**src/rtl/mips_mem_arb_pkg.sv**
```systemverilog
// Shared types and constants for the two-port MIPS memory arbiter.
// Imported by the arbiter top and its watchdog.
package mips_mem_arb_pkg;

    typedef enum logic [1:0] {
        IDLE,
        I_ACC,
        D_ACC,
        RESP
    } arb_state_t;

    typedef enum logic {
        GRANT_INSTR,
        GRANT_DATA
    } grant_t;

    localparam logic [31:0] ARB_ERROR_WORD = 32'hDEADBEEF;
    localparam logic [3:0]  FULL_WORD_BE   = 4'b1111;

endpackage

```
**src/rtl/mips_mem_arbiter_if.sv**
```systemverilog
// Avalon-style shared memory port: master is the arbiter, slave is the memory/bus.
interface mips_mem_arbiter_if;

    logic [31:0] mem_address;
    logic        mem_read;
    logic        mem_write;
    logic [31:0] mem_writedata;
    logic [3:0]  mem_byteenable;
    logic [31:0] mem_readdata;
    logic        mem_waitrequest;

    modport master (
        output mem_address, mem_read, mem_write, mem_writedata, mem_byteenable,
        input  mem_readdata, mem_waitrequest
    );

    modport slave (
        input  mem_address, mem_read, mem_write, mem_writedata, mem_byteenable,
        output mem_readdata, mem_waitrequest
    );

endinterface

```
**src/rtl/mem_arb_watchdog.sv**
```systemverilog
// Counts consecutive stalled access cycles; expired is high on the cycle the
// count reaches TIMEOUT_CYCLES so the arbiter can abort on that edge.
module mem_arb_watchdog #(
    parameter int unsigned TIMEOUT_CYCLES = 255
) (
    input  logic clk,
    input  logic reset,
    input  logic clear,
    input  logic count_en,
    output logic expired
);

    localparam logic [15:0] LAST_COUNT = 16'(TIMEOUT_CYCLES - 1);

    logic [15:0] count;

    always_ff @(posedge clk or negedge reset) begin
        if (!reset) begin
            count <= '0;
        end else if (clear) begin
            count <= '0;
        end else if (count_en) begin
            count <= count + 16'd1;
        end
    end

    assign expired = count_en && (count == LAST_COUNT);

endmodule

```
**src/rtl/mips_mem_arbiter.sv**
```systemverilog
// Round-robin arbiter sharing one wait-request memory port between instruction
// fetch and data access. Define MEM_ARB_TIMEOUT_EN to compile in the stall watchdog.
module mips_mem_arbiter
    import mips_mem_arb_pkg::*;
#(
    parameter int unsigned TIMEOUT_CYCLES = 255
) (
    input  logic                clk,
    input  logic                reset,

    input  logic                instr_req,
    input  logic [31:0]         instr_address,
    output logic [31:0]         instr_readdata,
    output logic                instr_valid,

    input  logic                data_read,
    input  logic                data_write,
    input  logic [31:0]         data_address,
    input  logic [31:0]         data_writedata,
    input  logic [3:0]          data_byteenable,
    output logic [31:0]         data_readdata,
    output logic                data_done,

    mips_mem_arbiter_if.master  mem,

    output logic                bus_error
);

    arb_state_t  state, state_next;
    grant_t      last_grant, grant_next;
    logic [31:0] resp_q;
    logic        data_pend;
    logic        in_acc;
    logic        timeout_hit;
    logic        unused_bits;

    assign data_pend = data_read | data_write;
    assign in_acc    = (state == I_ACC) || (state == D_ACC);

`ifdef MEM_ARB_TIMEOUT_EN
    logic err_q;

    mem_arb_watchdog #(
        .TIMEOUT_CYCLES (TIMEOUT_CYCLES)
    ) u_watchdog (
        .clk      (clk),
        .reset    (reset),
        .clear    (!in_acc),
        .count_en (in_acc && mem.mem_waitrequest),
        .expired  (timeout_hit)
    );

    assign bus_error = (state == RESP) && err_q;
`else
    assign timeout_hit = 1'b0;
    assign bus_error   = 1'b0;
`endif

    assign unused_bits = ^{instr_address[1:0], (TIMEOUT_CYCLES == 0)};

    // Grant decision happens only in IDLE; on a tie the requester not served last wins.
    always_comb begin
        state_next = state;
        grant_next = last_grant;
        case (state)
            IDLE: begin
                if (instr_req && data_pend) begin
                    grant_next = (last_grant == GRANT_DATA) ? GRANT_INSTR : GRANT_DATA;
                end else if (instr_req) begin
                    grant_next = GRANT_INSTR;
                end else if (data_pend) begin
                    grant_next = GRANT_DATA;
                end
                if (instr_req || data_pend) begin
                    state_next = (grant_next == GRANT_INSTR) ? I_ACC : D_ACC;
                end
            end
            I_ACC, D_ACC: begin
                if (!mem.mem_waitrequest || timeout_hit) begin
                    state_next = RESP;
                end
            end
            RESP:    state_next = IDLE;
            default: state_next = IDLE;
        endcase
    end

    // Memory strobes are registered: set on grant, held through ACC, dropped on exit.
    always_ff @(posedge clk or negedge reset) begin
        if (!reset) begin
            state              <= IDLE;
            last_grant         <= GRANT_DATA;
            resp_q             <= '0;
            mem.mem_address    <= '0;
            mem.mem_read       <= 1'b0;
            mem.mem_write      <= 1'b0;
            mem.mem_writedata  <= '0;
            mem.mem_byteenable <= '0;
        end else begin
            state      <= state_next;
            last_grant <= grant_next;

            if (state == IDLE && state_next == I_ACC) begin
                mem.mem_address    <= {instr_address[31:2], 2'b00};
                mem.mem_read       <= 1'b1;
                mem.mem_write      <= 1'b0;
                mem.mem_byteenable <= FULL_WORD_BE;
            end else if (state == IDLE && state_next == D_ACC) begin
                mem.mem_address    <= data_address;
                mem.mem_read       <= !data_write;
                mem.mem_write      <= data_write;
                mem.mem_writedata  <= data_writedata;
                mem.mem_byteenable <= data_byteenable;
            end else if (state_next != I_ACC && state_next != D_ACC) begin
                mem.mem_read  <= 1'b0;
                mem.mem_write <= 1'b0;
            end

            // Writes leave the response word untouched; aborts overwrite it.
            if (in_acc && !mem.mem_waitrequest) begin
                if (mem.mem_read) begin
                    resp_q <= mem.mem_readdata;
                end
            end else if (in_acc && timeout_hit) begin
                resp_q <= ARB_ERROR_WORD;
            end
        end
    end

`ifdef MEM_ARB_TIMEOUT_EN
    always_ff @(posedge clk or negedge reset) begin
        if (!reset) begin
            err_q <= 1'b0;
        end else if (in_acc && !mem.mem_waitrequest) begin
            err_q <= 1'b0;
        end else if (in_acc && timeout_hit) begin
            err_q <= 1'b1;
        end
    end
`endif

    assign instr_valid    = (state == RESP) && (last_grant == GRANT_INSTR);
    assign data_done      = (state == RESP) && (last_grant == GRANT_DATA);
    assign instr_readdata = resp_q;
    assign data_readdata  = resp_q;

endmodule

```
**src/flat_wrapper.sv**
```systemverilog
// flat-port wrapper written by rule: the top's interface ports become plain ports
module mips_mem_arbiter_flat import mips_mem_arb_pkg::*;
#(
    parameter int unsigned TIMEOUT_CYCLES = 255
)
  (clk, reset, instr_req, instr_address, instr_readdata, instr_valid, data_read, data_write, data_address, data_writedata, data_byteenable, data_readdata, data_done, bus_error, mem_mem_address, mem_mem_read, mem_mem_write, mem_mem_writedata, mem_mem_byteenable, mem_mem_readdata, mem_mem_waitrequest);
  mips_mem_arbiter_if mem_i ();
  input  logic clk;
  input  logic reset;
  input  logic instr_req;
  input  logic [31:0] instr_address;
  output logic [31:0] instr_readdata;
  output logic instr_valid;
  input  logic data_read;
  input  logic data_write;
  input  logic [31:0] data_address;
  input  logic [31:0] data_writedata;
  input  logic [3:0] data_byteenable;
  output logic [31:0] data_readdata;
  output logic data_done;
  output logic bus_error;
  output wire logic [$bits(mem_i.mem_address)-1:0] mem_mem_address;
  output wire logic [$bits(mem_i.mem_read)-1:0] mem_mem_read;
  output wire logic [$bits(mem_i.mem_write)-1:0] mem_mem_write;
  output wire logic [$bits(mem_i.mem_writedata)-1:0] mem_mem_writedata;
  output wire logic [$bits(mem_i.mem_byteenable)-1:0] mem_mem_byteenable;
  input wire logic [$bits(mem_i.mem_readdata)-1:0] mem_mem_readdata;
  input wire logic [$bits(mem_i.mem_waitrequest)-1:0] mem_mem_waitrequest;
  assign mem_mem_address = mem_i.mem_address;
  assign mem_mem_read = mem_i.mem_read;
  assign mem_mem_write = mem_i.mem_write;
  assign mem_mem_writedata = mem_i.mem_writedata;
  assign mem_mem_byteenable = mem_i.mem_byteenable;
  assign mem_i.mem_readdata = mem_mem_readdata;
  assign mem_i.mem_waitrequest = mem_mem_waitrequest;
  mips_mem_arbiter #(.TIMEOUT_CYCLES(TIMEOUT_CYCLES)) u_core (.clk(clk), .reset(reset), .instr_req(instr_req), .instr_address(instr_address), .instr_readdata(instr_readdata), .instr_valid(instr_valid), .data_read(data_read), .data_write(data_write), .data_address(data_address), .data_writedata(data_writedata), .data_byteenable(data_byteenable), .data_readdata(data_readdata), .data_done(data_done), .mem(mem_i), .bus_error(bus_error));
endmodule
```
**config.mk**
```make
export PLATFORM = sky130hd
export DESIGN_NAME = mips_mem_arbiter_flat
export DESIGN_NICKNAME = d
export VERILOG_FILES = /design/src/rtl/mips_mem_arb_pkg.sv /design/src/rtl/mips_mem_arbiter_if.sv /design/src/rtl/mem_arb_watchdog.sv /design/src/rtl/mips_mem_arbiter.sv /design/src/flat_wrapper.sv
export SDC_FILE = /design/constraint.sdc
export NUM_CORES = 1
export LEC_CHECK = 0
export CAP_MARGIN = 20
export CORE_MARGIN = 1.5
export CORE_UTILIZATION = 39
export CTS_BUF_LIST = sky130_fd_sc_hd__clkbuf_4 sky130_fd_sc_hd__clkbuf_8
export DETAILED_ROUTE_END_ITERATION = 6
export PLACE_DENSITY = 0.84
export SETUP_SLACK_MARGIN = 0.2
export SYNTH_ARGS = -nofsm -noshare
export SYNTH_HDL_FRONTEND = slang
export SYNTH_SLANG_ARGS = --single-unit
```
**constraint.sdc**
```tcl
create_clock -name clk -period 3.1 [get_ports clk]
set_clock_uncertainty 0.2 [all_clocks]
set_input_delay 0.62 -clock clk [delete_from_list [all_inputs] [get_ports clk]]
set_output_delay 0.62 -clock clk [all_outputs]
set_load 0.03 [all_outputs]
```
==> out/qor.csv <==
stage,metric,value,unit
finish,fin_area,7450,um^2
synthesis,ys.flop_type,dfrtp_1,
worst_setup_path,critPathBufInv,1,
pwr,power_frac_comb,0.615,
placed_design,placed_cell_area,7220,um^2
run,maxCapViolations,0,
worst_setup_path,critPathCaptureType,primary output,
detailed_routing,num_vias,3677,
synthesis,seq_area_frac_synth,0.571,
status,status,"finished, final reports clean",
clock_tree,cts_tree,done,
sta,worst_slew_pin_slew,730,ps
synthesis,synth_area_per_cell,13.7,um^2
grt,grt_start_max_net_pins,65,
worst_setup_path,path_cells,ha_1 -> nor2b_1 -> clkdlybuf4s50_1,
grt,grt_use_total,0.213,
floorplanning,start_util,0.402,
synthesis,syn_nets,477,
finish,fin_cells,719,
floorplanning,core_area,11500,um^2
clock_tree,post_cts.repair.setup_buffers,0,
pwr,internal-power,5040,uW
sta,fin_tns_setup,0,ps
clock_tree,clockRootBuffer,clkbuf_8,
synthesis,yosys.area.top_type,dfrtp_1,
placed_design,portBuffers,271,
worst_setup_path,cp.required,2280,ps
clock_tree,cts_htree_levels,3,
worst_setup_path,critPathMaxStageDelay,710,ps
floorplanning,ios,275,
worst_setup_path,crit_arrival,1910,ps
clock_tree,ctsHoldBuffers,0,
sta,drv_slew,0,
synthesis,synth-edff-count,0,
detailed_routing,postRouteAntennaNets,0,
sta,rsz0062_at_grt,false,
synthesis,synthesis.area,4610,um^2
detailed_routing,drc,0,
floorplanning,row_count,39,
finish,nNetsFinal,712,
pwr,power.share.clock,0.108,
sta,relSlewSlack,0.514,
pwr,ir_drop,0.000841,V
finish,drive_gt1_frac,0.158,
detailed_routing,drtIter0Drc,201,
synthesis,synth.distinct_cells,39,
detailed_routing,post_drt_wl_per_cell,18.4,um
synthesis,ys_seq_elements,105,
worst_setup_path,crit_path_top_delay_cell,clkdlybuf4s50_1,
pwr,swShare,0.432,
clock_tree,path_clk_slew,100,ps
grt,grt_pass1_vias,3943,
finish,diodes,0,
sta,hold_viol_final,0,
sta,max_clock_freq,367,MHz
worst_setup_path,cp_max_fo,7,
synthesis,synth.top_cell.area_share,0.565,
finish,area_growth,61.7,%
placed_design,dp_hpwl,9.95,mm
sta,setup_viol,0,
clock_tree,cts_num_sinks,105,
pwr,leakage,0.00319,uW
clock_tree,cts-buffers-inserted,9,
sta,setup_ws,372,ps
grt,antenna_found_initial,0,
detailed_routing,wirelength,13.2,mm
synthesis,async_flop_share,1.00,
pwr,fin_total_pwr,8860,uW
pwr,power_density,1190,nW/um^2
clock_tree,clk_latency,360,ps
worst_setup_path,critPathTopFamily,buffers and inverters,
placed_design,dp_cells,703,
sta,period_minus_slack,2730,ps
grt,grt_first_pass_wirelength,21.0,mm
floorplanning,dieArea,12500,um^2
worst_setup_path,cp-start-kind,flip-flop,
clock_tree,post_cts_resized,0,
placed_design,gp_congestion,0.841,
clock_tree,clock_path_buffers,2,
detailed_routing,dr.pass1.iters,4,
worst_setup_path,path_class,flip-flop to primary output,
finish,fillers,888,
synthesis,yosysWarnings,0,
synthesis,ys_top_cells_by_area,"dfrtp_1 56%, mux2_2 13%, a221o_1 6.5%, buf_4 5.5%, and3_1 4.2%",
sta,period_share,0.880,
floorplanning,die_h,112,um
pwr,p_sw,3830,uW
grt,overflow,0,
detailed_routing,vias_per_cell,5.11,
synthesis,syn-instance-count,336,
placed_design,post-place-ws,322,ps
worst_hold_path,hold_class,input pin to async pin,
floorplanning,dieWidth,112,um
pwr,power_frac_seq,0.277,
state kept, by name, indices dropped and copies added, names as in the netlist:
name / flops
u_core.data_readdata: 32
u_core.mem.mem_address: 32
u_core.mem.mem_writedata: 32
u_core.mem.mem_byteenable: 4
u_core.state: 2
u_core.last_grant: 1
u_core.mem.mem_read: 1
u_core.mem.mem_write: 1
metal layers:
layer / routed length, um / global-route usage
met5: 0 / 0
met2: 6830 / 0.378
met3: 1170 / 0.0729
met4: 263 / 0.0726
met1: 4990 / 0.240
kinds of logic after synthesis:
kind of cell | share of synthesized area
DFF | 0.571
muxes | 0.167
buffers and inverters | 0.0864
AOI/OAI and AO/OA | 0.105
and+or+nand+nor | 0.0603
adders and majority gates | 0.00815
other | 0.000814
xor gates and xnor gates | 0.00190
power by group through the flow:
| stage | clock (uW) | sequential (uW) | combinational (uW) |
|---|---|---|---|
| after floorplan | 0 | 3670 | 2270 |
| after global placement | 0 | 2430 | 5370 |
| after detailed placement | 0 | 2480 | 5480 |
| after CTS | 992 | 2460 | 5500 |
| after global routing | 1050 | 2550 | 5700 |
| final | 962 | 2460 | 5450 |
placed cells by master (no fill, tap or decap), types with 2 or more instances in the layout:
| cell | count |
|---|---|
| a22o_1 | 2 |
| dfrtp_1 | 104 |
| clkbuf_8 | 9 |
| clkinvlp_4 | 2 |
| bufinv_16 | 2 |
| ha_1 | 3 |
| o22a_1 | 4 |
| and3_1 | 31 |
| mux2_1 | 2 |
| buf_4 | 6 |
| buf_12 | 3 |
| nor2b_1 | 2 |
| a21oi_1 | 2 |
| o21ai_0 | 7 |
| clkdlybuf4s50_1 | 270 |
| mux2i_1 | 2 |
| and2_1 | 2 |
| mux2_2 | 54 |
| inv_1 | 4 |
| inv_6 | 2 |
| mux2_4 | 8 |
| a221o_1 | 30 |
| nand2_1 | 6 |
cell type report:
class / instances / area (um^2) / area share
repair buffers: 279 / 2810 / 0.377
flip-flops and latches: 105 / 2630 / 0.353
multi-input cells: 172 / 1590 / 0.214
clock inverters: 7 / 101 / 0.0136
well taps: 143 / 179 / 0.0240
clock buffers: 9 / 124 / 0.0166
inverters: 4 / 15.0 / 0.00202
per-stage QoR:
step,utilization,hold WS (ps)
3_3_place_gp,0.630,270
3_5_place_dp,0.630,276
4_1_cts,0.650,114
6_report,0.650,89.5
2_1_floorplan,-,124
5_1_grt,0.650,142
synth_stat cells, types with 2 or more instances:
cell	number
o22a_1	4
mux2_1	2
buf_1	2
dfrtp_1	104
inv_1	4
a221o_1	30
mux2_2	54
a22o_1	2
clkbuf_1	10
buf_4	34
a21oi_1	2
nor2b_1	2
nand2_1	6
mux2_4	8
mux2i_1	2
and2_1	2
buf_6	6
o21ai_0	7
and3_1	31
ha_1	3
buf_2	3
final timing paths:
check	startpoint	to	slack (ps)	cells past startpoint
setup / recovery	u_core.state[1]	instr_valid	370	3
hold / removal	reset	u_core.mem.mem_address[9]	90	1
setup reg to reg	u_core.state[0]	u_core.mem.mem_address[22]	500	7
hold reg to reg	u_core.mem.mem_byteenable[1]	u_core.mem.mem_byteenable[1]	300	1
max in group asynchronous	reset	u_core.mem.mem_address[8]	1860	2
min in group clk	u_core.mem.mem_byteenable[1]	u_core.mem.mem_byteenable[1]	300	1
Power figures use the tool's default switching activity.
